[src/rtl/shift_seq_arb.sv]
// rtl/shift_seq_arb.sv - two-requester arbiter sequencing a bidirectional shift register
//
// Optional feature macro: SHIFT_SEQ_RR_EN
//   defined   : round-robin arbitration (the requester not served last wins a tie)
//   undefined : fixed priority, req0 always wins; no last-served pointer exists
//
// Ports:
//   clk            clock, all state on rising edge
//   rst            synchronous active-high reset
//   req0/req1      transfer requests, held until the matching done pulse
//   dir0/dir1      shift direction per requester (1 = right, 0 = left)
//   len0/len1      requested shift cycles (saturated at WIDTH)
//   din0/din1      serial bits, bit i goes out on shift cycle i
//   gnt0/gnt1      ownership of the shift register (one-hot or zero)
//   done0/done1    one-cycle completion pulse to the owner
//   sh_en          shift enable
//   sh_right       direction select (holds its value outside shifting)
//   sh_d           serial data bit
//   busy           high whenever the sequencer is not idle
module shift_seq_arb #(
    parameter int WIDTH = 4,
    parameter int CNT_W = 3
) (
    input  logic             clk,
    input  logic             rst,
    input  logic             req0,
    input  logic             req1,
    input  logic             dir0,
    input  logic             dir1,
    input  logic [CNT_W-1:0] len0,
    input  logic [CNT_W-1:0] len1,
    input  logic [WIDTH-1:0] din0,
    input  logic [WIDTH-1:0] din1,
    output logic             gnt0,
    output logic             gnt1,
    output logic             done0,
    output logic             done1,
    output logic             sh_en,
    output logic             sh_right,
    output logic             sh_d,
    output logic             busy
);

    localparam logic [CNT_W-1:0] WIDTH_C = CNT_W'(WIDTH);
    localparam logic [CNT_W-1:0] ONE_C   = CNT_W'(1);

    typedef enum logic [1:0] {IDLE, GRANT, SHIFT, DONE} state_t;

    state_t           state;
    state_t           state_nx;
    logic             owner;       // 1 = requester 1 owns the register
    logic             dir_q;
    logic [WIDTH-1:0] din_q;       // shifted down each SHIFT cycle, bit 0 is next out
    logic [CNT_W-1:0] len_q;       // effective (saturated) length
    logic [CNT_W-1:0] cnt;
    logic             sh_right_q;
    logic             pick;        // requester selected this IDLE cycle
    logic [CNT_W-1:0] len_sel;
    logic [CNT_W-1:0] len_eff;

`ifdef SHIFT_SEQ_RR_EN
    logic last;                    // requester served most recently

    // Tie goes to whoever was not served last; a lone request always wins.
    assign pick = req1 & (~req0 | ~last);

    always_ff @(posedge clk) begin
        if (rst) begin
            last <= 1'b1;
        end else if (state == IDLE && (req0 || req1)) begin
            last <= pick;
        end
    end
`else
    assign pick = ~req0;
`endif

    assign len_sel = pick ? len1 : len0;
    assign len_eff = (len_sel > WIDTH_C) ? WIDTH_C : len_sel;

    always_ff @(posedge clk) begin
        if (rst) begin
            state <= IDLE;
        end else begin
            state <= state_nx;
        end
    end

    always_comb begin
        state_nx = state;
        case (state)
            IDLE:  if (req0 || req1) state_nx = GRANT;
            GRANT: state_nx = (len_q != '0) ? SHIFT : DONE;
            SHIFT: if (cnt == len_q - ONE_C) state_nx = DONE;
            DONE:  state_nx = IDLE;
            default: state_nx = IDLE;
        endcase
    end

    // Every output is a function of registered state only, so nothing moves
    // except on the rising edge.
    always_comb begin
        busy     = (state != IDLE);
        gnt0     = busy & ~owner;
        gnt1     = busy & owner;
        done0    = (state == DONE) & ~owner;
        done1    = (state == DONE) & owner;
        sh_en    = (state == SHIFT);
        sh_d     = sh_en & din_q[0];
        sh_right = sh_right_q;
    end

    // Owner fields are captured on the edge that enters GRANT, so they are
    // already stable throughout the GRANT cycle; later req changes are ignored.
    always_ff @(posedge clk) begin
        if (rst) begin
            owner      <= 1'b0;
            dir_q      <= 1'b0;
            din_q      <= '0;
            len_q      <= '0;
            cnt        <= '0;
            sh_right_q <= 1'b0;
        end else begin
            case (state)
                IDLE: begin
                    if (req0 || req1) begin
                        owner <= pick;
                        dir_q <= pick ? dir1 : dir0;
                        din_q <= pick ? din1 : din0;
                        len_q <= len_eff;
                        cnt   <= '0;
                    end
                end
                GRANT: begin
                    // Direction only changes when a shift actually happens.
                    if (len_q != '0) sh_right_q <= dir_q;
                end
                SHIFT: begin
                    cnt   <= cnt + ONE_C;
                    din_q <= din_q >> 1;
                end
                default: ;
            endcase
        end
    end

endmodule

[config.mk]
export PLATFORM = sky130hd
export DESIGN_NAME = shift_seq_arb
export DESIGN_NICKNAME = d
export VERILOG_FILES = /design/src/rtl/shift_seq_arb.sv
export SDC_FILE = /design/constraint.sdc
export NUM_CORES = 1
export LEC_CHECK = 0
export BUFFER_PORTS_ARGS = -buffer_cell sky130_fd_sc_hd__buf_2
export CORE_ASPECT_RATIO = 1.4
export CORE_MARGIN = 2
export CORE_UTILIZATION = 45
export DETAILED_ROUTE_END_ITERATION = 10
export PLACE_DENSITY = 0.86
export SLEW_MARGIN = 30
export SYNTH_ARGS = -nofsm -noshare
export SYNTH_HDL_FRONTEND = slang
export SYNTH_SLANG_ARGS = --single-unit
[constraint.sdc]
create_clock -name clk -period 1.6 [get_ports clk]
set_input_delay 0.16 -clock clk [delete_from_list [all_inputs] [get_ports clk]]
set_output_delay 0.16 -clock clk [all_outputs]
set_load 0.01 [all_outputs]
==> summary.txt <==
STA
  – Max Clock Skew: 0.00499 ns
  – Final Hold Fails: 0
  – Max-slew violations: 0
  – Worst Max-Slew Pin Slew: 0.445 ns
  – Setup ws final: 0.0582 ns
  – Relative slew slack: 70.2%
  – Min Tclk post-route: 1.54 ns
  – Final setup viols: 0
  – Fmax: 0.649 GHz
  – Final Cycle Share: 96.4%

Synth
  – Synth Warn #: 0
  – Synth unique cells: 33
  – Mapped Nets: 126
  – Top-count cell post-synth: dfxtp_1
  – Most instantiated cells after synthesis: 15 x dfxtp_1, 13 x nor2_1, 10 x mux2i_1, 7 x ha_1, 6 x inv_1
  – Seq/Total Area, Yosys: 32.9%
  – Cell taking the most area after synthesis: dfxtp_1
  – Cells after Synth: 99
  – Syn Std Cell Area: 912 um2
  – Post-synth top area share: 32.9%
  – Syn Area/Cell: 9.21 um2
  – Ys async rst share: 0%
  – Largest cells by area after synthesis: dfxtp_1 33%, mux2i_1 11%, ha_1 9.6%
  – Post-synthesis register bit count: 15
  – Post-synth EDFFs: 0
  – Ys flop type: dfxtp_1

Cells and area
  – Area Growth Syn to Fin: 28.9%
  – Area occupied by multi-input gates: 592 um2
  – FILL cells: 171
  – Layout Nets: 162
  – Share of layout cells above drive strength 1: 41.0%
  – Finished Cell Area: 0.00118 mm2
  – Ant diodes: 0
  – FF/Latch Area: 305 um2
  – Fin util: 60.3%

Die
  – Site row count: 19
  – Area of the core: 0.00195 mm2
  – Die Span Y: 57.3 um
  – Full die area: 0.00241 mm2
  – Die X: 42.1 um
  – Count of boundary I/O pins: 28
  – Initial core utilization: 46.8%

GRT
  – Total global routing overflow: 0
  – First-pass GRT wire length: 3140 um
  – GRT Total Usage: 17.0%
  – Largest net degree at the start of global routing: 16
  – Initial antenna violation count: 0
  – Vias in the first global route: 760

CTS
  – H-Tree Depth: 1
  – Longest Clk Path Bufs: 2
  – Clock slew at reported path FFs: 0.10 ns
  – CTS Buf Count: 3
  – CTS tree: yes
  – Clock latency on the worst-skew pair: 0.28 ns
  – CTS sink count: 15
  – Hold-fix buffers, CTS: 0
  – Clock Tree Root: clkbuf_4

Pwr
  – Pint: 0.965 mW
  – Pwr dens: 1340 mW/mm2
  – Combinational Power Share: 51.8%
  – VDD IR max: 0.742 mV
  – Pleak: 0.554 nW
  – Reg power frac: 34.2%
  – Total Power: 1.58 mW
  – Sw Share: 38.9%
  – Clock Power Share: 14.0%
  – Net Sw Power: 0.615 mW

Routing
  – Residual DRC: 0
  – DR WL/cell: 13.0 um
  – Antenna Nets Post-Route: 0
  – Via Count: 828
  – Post-Route WL: 2010 um
  – DR iter-0 viols: 21
  – Vias/cell: 5.34
  – DRT Pass-1 Iters: 2

Critical path
  – Setup CP Type: register to register
  – WP data required: 1.78 ns
  – Worst stage delay on the critical path: 0.34 ns
  – Critical Path Start Type: register
  – CP endpoint kind: register
  – Cell family with most CP delay: compound AO/OA/AOI/OAI gates
  – Worst-path maximum fanout: 4
  – CP Cell Sequence: inv_2, ha_4, xor3_1, o31ai_4, a211oi_1, a41o_1
  – Worst Path Buf+Inv: 1
  – Worst EP arrival: 1.73 ns
  – Slowest CP cell: dfxtp_2

Place
  – Placer Congestion: 0.771
  – Dpl cell area: 0.00109 mm2
  – Port bufs: 27
  – Pre-CTS WS: -0.0532 ns
  – HPWL Detailed: 1500 um

Status
  – Outcome: finished clean

Flow run
  – # Max-Cap Violations: 0

Hold path
  – Hold crit path type: input pin to register
[flip-flops by register name, indices dropped and copies added (netlist names)]
signal    cells
len_q         3
cnt           3
dir_q         1
state         2
owner         1
sh_right      1
din_q         4
[worst reg2reg max path, stage by stage, from the launching register on]
cell      delay (ns)
dfxtp_2         0.34
inv_2           0.08
ha_4            0.14
xor3_1          0.26
o31ai_4         0.31
a211oi_1        0.11
a41o_1          0.20
[power by group through the flow]
stage                     clock network (mW)  registers, mW  logic, mW
after floorplan                            0          0.539      0.557
after global placement                     0          0.539      0.693
after detailed placement                   0          0.547      0.734
after CTS                              0.229          0.538      0.750
after global routing                   0.245          0.551      0.904
final                                  0.221          0.540      0.819
[per-stage QoR]
| step | hold WS [ns] | instances | TNS [ns] |
|---|---|---|---|
| final | 0.0934 | 155 | 0 |
| after global routing | 0.104 | 155 | -0.0257 |
| after CTS | 0.0866 | 151 | 0 |
| after detailed placement | 0.391 | 146 | -0.0931 |
| after global placement | 0.387 | 146 | 0 |
| after floorplan | 0.225 | 99 | 0 |
[cell families after synthesis]
family	synth area share, %
xor+xnor	5.49
fa+ha+maj	9.60
flops	32.9
buf+inv	6.31
mux	12.2
compound gates	17.1
simple gates	16.3
[what timing repair did]
item,4_1_cts,5_1_grt
endpoints found under the setup margin,6,6
pin swaps,2,1
buffers inserted,1,4
gates resized for setup,3,7
[final timing paths]
check                start        to  slack, ns  depth (start not counted)
setup reg to reg  len_q[0]  state[1]       0.06                          6
setup / recovery  len_q[0]  state[1]       0.06                          6
hold / removal        req0     owner       0.09                          2
hold reg to reg      dir_q     dir_q       0.50                          2
[final cells by class]
class | count | area share, %
multi-input cells | 73 | 50.3
flip-flops and latches | 15 | 26.0
repair buffers | 36 | 17.2
well taps | 21 | 2.23
clock buffers | 3 | 1.91
inverters | 6 | 1.91
clock inverters | 1 | 0.426
[placed cells by master, fill, tap and decap left out]
master	netlist	routed
ha_2	0	1
o21ai_4	0	1
clkbuf_4	0	3
mux2_2	1	1
mux2i_1	10	10
a2bb2oi_1	2	2
a22oi_1	1	1
inv_2	0	4
ha_1	7	4
a211oi_1	2	2
o21ai_1	0	1
nor2_1	13	13
nand2_1	4	4
o21ai_0	5	4
a31oi_1	1	1
xnor2_1	2	2
a21oi_1	4	4
dfxtp_1	15	11
and3_1	1	1
or3b_4	0	1
o211ai_1	1	1
inv_1	6	2
nor3b_1	1	1
buf_2	1	27
nand2b_1	1	1
nor3_1	1	1
xor3_1	1	1
and2_1	2	2
xor2_1	1	1
a41o_1	1	1
a311oi_1	1	1
nor2b_1	5	5
ha_4	0	2
clkinv_2	0	1
dfxtp_2	0	4
buf_4	0	9
a32oi_1	1	1
nand3b_1	1	1
o31ai_4	1	1
[routing by layer]
metal	share of wire, %	vias to the layer above	track usage [%]
met5	0	-	0
met4	2.7	0	7.14
met3	4.2	6	2.85
met2	52	23	32.1
met1	41	384	18.2
li1	-	415	-
Note: power is estimated with default switching activity, not from simulation.
